--- config.mk ---
export PLATFORM = sky130hd
export DESIGN_NAME = playbus_seq
export DESIGN_NICKNAME = d
export VERILOG_FILES = /design/src/rtl/playbus_pkg.sv /design/src/rtl/button_sync.sv /design/src/rtl/playbus_seq.sv
export SDC_FILE = /design/constraint.sdc
export NUM_CORES = 1
export LEC_CHECK = 0
export CAP_MARGIN = 20
export CORE_ASPECT_RATIO = 1.4
export CORE_MARGIN = 5
export CORE_UTILIZATION = 47
export CTS_CLUSTER_DIAMETER = 50
export DETAILED_ROUTE_END_ITERATION = 16
export PLACE_DENSITY = 0.83
export SLEW_MARGIN = 25
export SYNTH_ARGS = -nofsm -noshare
export SYNTH_HDL_FRONTEND = slang
export SYNTH_SLANG_ARGS = --single-unit
--- constraint.sdc ---
create_clock -name CK2HZ -period 1.7 [get_ports CK2HZ]
set_input_delay 0.34 -clock CK2HZ [delete_from_list [all_inputs] [get_ports CK2HZ]]
set_output_delay 0.34 -clock CK2HZ [all_outputs]
set_load 0.005 [all_outputs]
--- src/rtl/playbus_pkg.sv ---
// Shared types for the PlayBus sequencer: controller state codes, function codes, FSM states.
package playbus_pkg;

    typedef enum logic [1:0] {
        PB_IDLE  = 2'd0,
        PB_START = 2'd1,
        PB_WRITE = 2'd2,
        PB_END   = 2'd3
    } pb_st_t;

    typedef logic [2:0] pb_func_t;

    localparam pb_func_t F_ROM     = 3'd0;
    localparam pb_func_t F_RAM     = 3'd1;
    localparam pb_func_t F_SW      = 3'd2;
    localparam pb_func_t F_SW2RAM  = 3'd3;
    localparam pb_func_t F_ROM2RAM = 3'd4;
    localparam pb_func_t F_SW2LED  = 3'd5;
    localparam pb_func_t F_ROM2LED = 3'd6;
    localparam pb_func_t F_RAM2LED = 3'd7;

    typedef enum logic [2:0] {
        S_IDLE    = 3'd0,
        S_DWELL   = 3'd1,
        S_ISSUE   = 3'd2,
        S_RELEASE = 3'd3,
        S_NEXT    = 3'd4
    } seq_t;

    // Functions from F_SW2RAM upward need the GO handshake.
    function automatic logic is_dynamic(input pb_func_t f);
        return f >= F_SW2RAM;
    endfunction

endpackage

--- src/rtl/button_sync.sv ---
// Two-flop synchroniser for an asynchronous push-button, plus a one-cycle rising-edge pulse.
module button_sync (
    input  logic CK2HZ,
    input  logic n_CLR,
    input  logic d,
    output logic q,
    output logic rise
);

    logic [2:0] sync_q;
    logic [2:0] sync_d;

    always_comb sync_d = {sync_q[1:0], d};

    always_ff @(posedge CK2HZ or negedge n_CLR) begin
        if (!n_CLR) sync_q <= '0;
        else        sync_q <= sync_d;
    end

    assign q    = sync_q[1];
    assign rise = sync_q[1] & ~sync_q[2];

endmodule

--- src/rtl/playbus_seq.sv ---
// PlayBus sequencer: on START runs one latched function over ADDR_FIRST..ADDR_LAST (wrapping 15->0).
// Build macro PLAYBUS_SEQ_SINGLESTEP_EN adds a STEP button that gates every address advance.
module playbus_seq
    import playbus_pkg::*;
#(
    parameter int ADDR_FIRST = 0,
    parameter int ADDR_LAST  = 15,
    parameter int DWELL      = 4,
    parameter int TIMEOUT    = 8
) (
    input  logic       CK2HZ,
    input  logic       n_CLR,
    input  logic       START,
    input  logic       ABORT,
`ifdef PLAYBUS_SEQ_SINGLESTEP_EN
    input  logic       STEP,
`endif
    input  logic [2:0] MODE,
    input  logic [1:0] St,
    output logic [3:0] ADD,
    output logic [2:0] FUNC,
    output logic       GO,
    output logic       BUSY,
    output logic       DONE,
    output logic       ERR
);

    localparam logic [3:0] A_FIRST   = 4'(ADDR_FIRST);
    localparam logic [3:0] A_LAST    = 4'(ADDR_LAST);
    localparam logic [3:0] DWELL_END = 4'(DWELL - 1);
    localparam logic [3:0] TMO_END   = 4'(TIMEOUT - 1);

    logic start_rise, abort_lvl, step_ok;
    logic start_lvl_unused, abort_rise_unused;

    button_sync u_start (.CK2HZ(CK2HZ), .n_CLR(n_CLR), .d(START), .q(start_lvl_unused), .rise(start_rise));
    button_sync u_abort (.CK2HZ(CK2HZ), .n_CLR(n_CLR), .d(ABORT), .q(abort_lvl), .rise(abort_rise_unused));

`ifdef PLAYBUS_SEQ_SINGLESTEP_EN
    logic step_lvl_unused;
    button_sync u_step (.CK2HZ(CK2HZ), .n_CLR(n_CLR), .d(STEP), .q(step_lvl_unused), .rise(step_ok));
`else
    assign step_ok = 1'b1;
`endif

    seq_t       state_q, state_d;
    pb_func_t   func_q, func_d;
    pb_st_t     st_e;
    logic [3:0] add_q, add_d, cnt_q, cnt_d;
    logic       go_q, go_d, busy_q, busy_d, done_q, done_d, err_q, err_d, stop_q, stop_d;

    assign st_e = pb_st_t'(St);

    always_comb begin
        state_d = state_q;
        add_d   = add_q;
        func_d  = func_q;
        cnt_d   = cnt_q;
        go_d    = go_q;
        busy_d  = busy_q;
        done_d  = 1'b0;
        err_d   = err_q;
        stop_d  = stop_q;
        case (state_q)
            S_IDLE: begin
                go_d = 1'b0;
                if (start_rise) begin
                    func_d = MODE;
                    add_d  = A_FIRST;
                    err_d  = 1'b0;
                    busy_d = 1'b1;
                    stop_d = 1'b0;
                    cnt_d  = '0;
                    if (is_dynamic(MODE)) begin
                        state_d = S_ISSUE;
                        go_d    = (st_e == PB_IDLE);
                    end else begin
                        state_d = S_DWELL;
                    end
                end
            end
            S_DWELL: begin
                if (abort_lvl) begin
                    state_d = S_IDLE;
                    busy_d  = 1'b0;
                end else if (cnt_q == DWELL_END) begin
                    cnt_d   = '0;
                    state_d = S_NEXT;
                end else begin
                    cnt_d = cnt_q + 4'd1;
                end
            end
            S_ISSUE: begin
                // A timeout ends the run like an abort, but only after the controller is released.
                if (go_q && st_e == PB_END) begin
                    go_d    = 1'b0;
                    cnt_d   = '0;
                    state_d = S_RELEASE;
                end else if (cnt_q == TMO_END) begin
                    err_d   = 1'b1;
                    stop_d  = 1'b1;
                    go_d    = 1'b0;
                    cnt_d   = '0;
                    state_d = S_RELEASE;
                end else if (abort_lvl) begin
                    stop_d  = 1'b1;
                    go_d    = 1'b0;
                    cnt_d   = '0;
                    state_d = S_RELEASE;
                end else begin
                    cnt_d = cnt_q + 4'd1;
                    if (!go_q && st_e == PB_IDLE) go_d = 1'b1;
                end
            end
            S_RELEASE: begin
                if (abort_lvl) stop_d = 1'b1;
                if (st_e == PB_IDLE) begin
                    cnt_d   = '0;
                    state_d = S_NEXT;
                end else if (cnt_q == TMO_END) begin
                    err_d   = 1'b1;
                    busy_d  = 1'b0;
                    cnt_d   = '0;
                    state_d = S_IDLE;
                end else begin
                    cnt_d = cnt_q + 4'd1;
                end
            end
            S_NEXT: begin
                cnt_d = '0;
                if (abort_lvl || stop_q) begin
                    busy_d  = 1'b0;
                    state_d = S_IDLE;
                end else if (add_q == A_LAST) begin
                    busy_d  = 1'b0;
                    done_d  = 1'b1;
                    state_d = S_IDLE;
                end else if (step_ok) begin
                    add_d = add_q + 4'd1;
                    if (is_dynamic(func_q)) begin
                        state_d = S_ISSUE;
                        go_d    = (st_e == PB_IDLE);
                    end else begin
                        state_d = S_DWELL;
                    end
                end
            end
            default: state_d = S_IDLE;
        endcase
    end

    always_ff @(posedge CK2HZ or negedge n_CLR) begin
        if (!n_CLR) begin
            state_q <= S_IDLE;
            add_q   <= '0;
            func_q  <= '0;
            cnt_q   <= '0;
            go_q    <= 1'b0;
            busy_q  <= 1'b0;
            done_q  <= 1'b0;
            err_q   <= 1'b0;
            stop_q  <= 1'b0;
        end else begin
            state_q <= state_d;
            add_q   <= add_d;
            func_q  <= func_d;
            cnt_q   <= cnt_d;
            go_q    <= go_d;
            busy_q  <= busy_d;
            done_q  <= done_d;
            err_q   <= err_d;
            stop_q  <= stop_d;
        end
    end

    assign ADD  = add_q;
    assign FUNC = func_q;
    assign GO   = go_q;
    assign BUSY = busy_q;
    assign DONE = done_q;
    assign ERR  = err_q;

endmodule

Word level (Yosys, flattened, before mapping)
Index checks and enable logic that the tools add are counted.
{"block": "word_totals", "reg_bits": 24, "wordCells": 112}
{"block": "classes", "add_sub_neg": 2, "n_lt_le_gt_ge": 2, "eq_ne": 22, "mux": 54, "n_bitwise": 2, "reduce_logical": 19}
{"op": "two-way mux 4 bit", "n": 10}
{"op": "two-way mux 1 bit", "n": 25}
{"op": "two-way mux 3 bit", "n": 8}
{"op": "one-hot mux 4 bit (5 select lines)", "n": 1}
{"op": "!= test 2 bit, second input constant", "n": 8}
{"op": "one-hot mux 3 bit (5 select lines)", "n": 1}
{"op": "AND reduction 4 bit", "n": 3}
{"op": "one-hot mux 1 bit (3 select lines)", "n": 3}
{"op": "adder 4 x 1 -> 4 bit, second input constant", "n": 2}
{"op": "two-way mux 2 bit", "n": 4}
{"op": "one-hot mux 4 bit (2 select lines)", "n": 1}
{"op": "equality test 3 x 2 -> 1 bit, second input constant", "n": 2}
{"op": ">= comparator 3 x 2 -> 1 bit, second input constant", "n": 2}
{"op": "!= test 3 bit, second input constant", "n": 2}
{"op": "AND reduction 3 bit", "n": 2}
{"op": "AND reduction 6 bit", "n": 1}
{"op": "nonzero test 3 bit", "n": 2}
{"op": "!= test 5 x 4 -> 1 bit, second input constant", "n": 1}
{"op": "AND reduction 5 bit", "n": 1}
{"op": "nonzero test 5 bit", "n": 1}
{"op": "equality test 4 x 2 -> 1 bit, second input constant", "n": 1}
{"op": "equality test 4 x 3 -> 1 bit, second input constant", "n": 1}
{"op": "equality test 4 bit, second input constant", "n": 1}
{"op": "!= test 4 x 3 -> 1 bit, second input constant", "n": 1}
{"op": "other kinds (16)", "n": 17}

Depth between registers and ports, before layout
{"block": "depth", "depth_word": 7, "mapped_depth": 7, "mapped_depth_nobuf": 6}

Hierarchy
A second synthesis with hierarchy kept.
{"block": "hier_totals", "cells_unflattened": 132, "hier_area_um2": 1376.3}
{"module": "playbus_seq", "instances": 1, "cells_per_inst": 124, "area_per_inst_um2": 1198.6, "seq_area_each_um2": 475.5}
{"module": "button_sync", "instances": 2, "cells_per_inst": 4, "area_per_inst_um2": 88.8, "seq_area_each_um2": 75.1}

Least setup slack after synthesis
OpenSTA, ideal clock, no wires.
{"block": "synth_timing", "path_type": "register to register", "start": "register cnt_q[0]", "end": "register state_q[0]", "setup_time_ps": 125, "arrival_time_ps": 1501, "slack_ps": 74, "stages_incl_launch_ff": 7, "path_buffers": 1, "period_less_slack_ps": 1626, "path_cell_list": "dfrtp_1 > ha_1 > and3b_1 > clkbuf_1 > nor2_4 > nor3_2 > mux2_4"}
{"block": "synth_between", "elab_chain_cells": 4, "word_cells_on_any_way": 9, "cone_classes": "eq/ne: 5; mux: 3; reduce/logical: 1"}
{"element": "start: declaration", "line": "playbus_seq.sv:49", "text": "logic [3:0] add_q, add_d, cnt_q, cnt_d;"}
{"element": "start signal: assignment", "line": "playbus_seq.sv:167", "text": "cnt_q <= cnt_d;"}
{"element": "equality test 4 x 3 -> 1 bit", "line": "playbus_seq.sv:99, playbus_seq.sv:120"}
{"element": "two-way mux 3 bit", "line": "playbus_seq.sv:99", "text": "end else if (cnt_q == TMO_END) begin"}
{"element": "two-way mux 3 bit", "line": "playbus_seq.sv:95", "text": "if (go_q && st_e == PB_END) begin"}
{"element": "one-hot mux 3 bit (5 select lines)", "line": "playbus_seq.sv:64", "text": "case (state_q)"}
{"element": "end signal: assignment", "line": "playbus_seq.sv:164", "text": "state_q <= state_d;"}
{"element": "end: declaration", "line": "playbus_seq.sv:46", "text": "seq_t state_q, state_d;"}
Several ways; a longest one is shown, not always the timed one.
A chain may end at the register's enable or synchronous reset.

Worst setup path in the final report
{"block": "layout_timing", "start": "register add_q[2] (netlist: ADD[2])", "end": "output port ADD[2]"}
{"element": "start: declaration", "line": "playbus_seq.sv:49"}
{"element": "start signal: assignment", "line": "playbus_seq.sv:155", "text": "add_q <= '0;"}
{"element": "start signal: assignment", "line": "playbus_seq.sv:165", "text": "add_q <= add_d;"}
{"element": "end: declaration", "line": "playbus_seq.sv:20", "text": "output logic [3:0] ADD,"}
No word-level cell between the ends.

==> results.sh <==
export IMPL_status="finished, final reports clean"
export IMPL_vias=1130
export IMPL_crit_type="flop to output pin"
export IMPL_slowest_delay_ps=550
export IMPL_r2r_slack_ps=80
export IMPL_fin_util_pct=63.59
export IMPL_finalPower_mw=2.510
export IMPL_io_buffers=19
export IMPL_synth_area_per_cell_um2=9.980
export IMPL_power_leakage_nw=0.7128
export IMPL_synth_seq_cells=24
export IMPL_initial_core_util_pct=48.47
export IMPL_drv_slew=0
export IMPL_worstMarginPinSlew_ps=425.3
export IMPL_area_delta_synth_final_pct=31.19
export IMPL_final_hold_violation_count=0
export IMPL_drc=0
export IMPL_place_congestion=0.8516
export IMPL_synth_xor_area_share_pct=1.382
export IMPL_grt_total_usage_pct=17.18
export IMPL_grt_first_pass_wirelength_um=5043
export IMPL_synth_cells=127
export IMPL_synth_warning_count=0
export IMPL_setup_violations=0
export IMPL_worstRegToRegCells=5
export IMPL_ctsHtreeMaxLevel=1
export IMPL_cp_required_ps=1360
export IMPL_crit_fanout=4
export IMPL_cpLargestDelayFamily="buffers and inverters"
export IMPL_ys_seq_area_share_pct=47.38
export IMPL_numCtsBuffers=3
export IMPL_finClkSkew_ps=1.174
export IMPL_floorplan_die_area_mm2=0.003850
export IMPL_synth_mux_area_fraction_pct=3.850
export IMPL_synth_distinct_cells=42
export IMPL_post_place_ws_ps=-179.1
export IMPL_synth_enable_flop_cells=0
export IMPL_reg2reg_from="cnt_q[1]"
export IMPL_final_setup_tns_ps=0
export IMPL_p_per_area_mw_per_mm2=1509
export IMPL_hold_path_class="input pin to asynchronous set/reset pin"
export IMPL_grt_max_degree=25
export IMPL_synth_main_ff_cell="dfrtp_1"
export IMPL_n_antenna_cell=0
export IMPL_cts_root_buf="clkbuf_4"
export IMPL_vias_per_cell=5.678
export IMPL_yosysTopAreaCell="dfrtp_1"
export IMPL_clkLatencyLatePin_ps=320
export IMPL_ant_nets=0
export IMPL_hpwl_um=2205
export IMPL_cts_tree="done"
export IMPL_firstDrtPassIters=4
export IMPL_critPathSlowestCell="clkdlybuf4s50_1"
export IMPL_layout_drive_gt1_share_pct=25.15
export IMPL_synthAdderAreaFrac_pct=1.974
export IMPL_row_count=22
export IMPL_io_pins=20
export IMPL_grt_remaining_overflow=0
export IMPL_drv_cap=0
export IMPL_nNetsFinal=175
export IMPL_yosys_area_share_simple_pct=23.59
export IMPL_synth_top_family_by_area="simple AND/OR/NAND/NOR gates"
export IMPL_vdd_drop_max_uv=1093
export IMPL_crit_chain="clkdlybuf4s50_1"
export IMPL_synth_top_area_share_pct=47.38
export IMPL_grt_setup_unrepaired="true"
export IMPL_antenna_found_initial=0
export IMPL_clkTransAtPathRegs_ps=130
export IMPL_syn_nets=138
export IMPL_critPathArrivalTime_ps=1310
export IMPL_finalCritPeriodShare_pct=96.87
export IMPL_placedCellCount=195
export IMPL_synthTopCellsByArea="dfrtp_1 (47%), nor2_1 (3.3%), a21oi_1 (3.2%), o21ai_0 (3.2%), nand2_1 (3.0%)"
export IMPL_r2r_end="state_q[0]"
export IMPL_first_global_vias=1180
export IMPL_wirelength_um=2872
export IMPL_drtIter0Drc=23
export IMPL_finalNonFillerCells=199
export IMPL_die_w_um=53.89
export IMPL_synthArstFlopShare_pct=100.0
export IMPL_die_y_um=71.45
export IMPL_cp_end_kind="output pin"
export IMPL_core_region_area_mm2=0.002615
export IMPL_slew_limit_headroom_pct=71.41
export IMPL_cts_sinks=24
export IMPL_min_period_ps=1647
export IMPL_wl_per_cell_um=14.43
export IMPL_crit_buf_inv=1
export IMPL_synth_compound_area_share_pct=18.46
export IMPL_layout_setup_ws_ps=53.20
export IMPL_syn_cell_area_mm2=0.001267
export IMPL_clock_fmax_mhz=607.2
export IMPL_cts_buffer_depth=2
export IMPL_startpoint_type="flop"
[cells in the mapped netlist, drive strengths merged, types with 3 or more instances]
library cell / number
a21oi: 8
buf: 3
dfrtp: 24
inv: 5
mux2: 4
nand2: 10
nand2b: 3
nand3: 7
nor2: 14
nor2b: 3
nor3: 4
o21ai: 11
o22ai: 4
[power by group]
part           total, mW  switching [mW]  internal (mW)
sequential         0.884           0.154          0.731
combinational       1.32           0.623          0.695
clock              0.307           0.176          0.131
[flip-flops by register name, summed over array words and instances (netlist names)]
signal and cells:
ADD 4, cnt_q 4, FUNC 3, state_q 3, u_start.sync_q 3, u_abort.sync_q 2, BUSY 1, DONE 1
ERR 1, GO 1, stop_q 1
[metrics by stage]
step                      instance area (um2)  hold slack, ps
after detailed placement                 1607           334.7
after CTS                                1643           363.0
after global routing                     1663           368.5
final                                    1663           354.4
after floorplan                          1267           44.41
after global placement                   1607           331.7
[cell families after synthesis]
family                     count (synthesis)
adders and majority gates                  2
xor gates and xnor gates                   2
muxes                                      4
and+or+nand+nor                           51
DFF                                       24
AOI/OAI and AO/OA                         35
buffers and inverters                      9
[routing by layer]
layer / vias to the layer above / GRT usage [%] / routed length (um)
met5: - / 0 / 0
met4: 0 / 8.239 / 68
met3: 8 / 3.534 / 139
met2: 54 / 28.71 / 1537
met1: 536 / 20.21 / 1126
li1: 532 / - / -
[layout make-up]
type	count	area, um2
clock buffers	4	36.28
well taps	36	45.04
flip-flops and latches	24	603.1
multi-input cells	94	641.9
repair buffers	36	317.8
inverters	5	18.77
fillers	216	952.2
[placed cells by master (no fill, tap or decap), types with 4 or more instances in the layout]
cell type        count
dfrtp_1             22
clkdlybuf4s50_1     19
buf_4               17
nor2_1              11
nand2_1             10
a21oi_1              8
o21ai_0              8
nand3_1              6
inv_1                4
[how the worst max path moves through the flow]
stage / start / end / slack [ps] / cells after the start
2_1_floorplan: cnt_q[0] / state_q[0] / 70 / 6
3_3_place_gp: St[1] / state_q[0] / -150 / 6
3_5_place_dp: St[1] / state_q[0] / -180 / 6
4_1_cts: state_q[0] / cnt_q[0] / 20 / 6
5_1_grt: cnt_q[1] / state_q[0] / -20 / 5
6_report: ADD[2] / ADD[2] / 50 / 1
[repair_timing]
item	4_1_cts	5_1_grt
setup endpoints to repair	0	6
buffers inserted	0	0
gates resized for setup	0	6
hold buffers	0	0
Power figures use the tool's default switching activity.
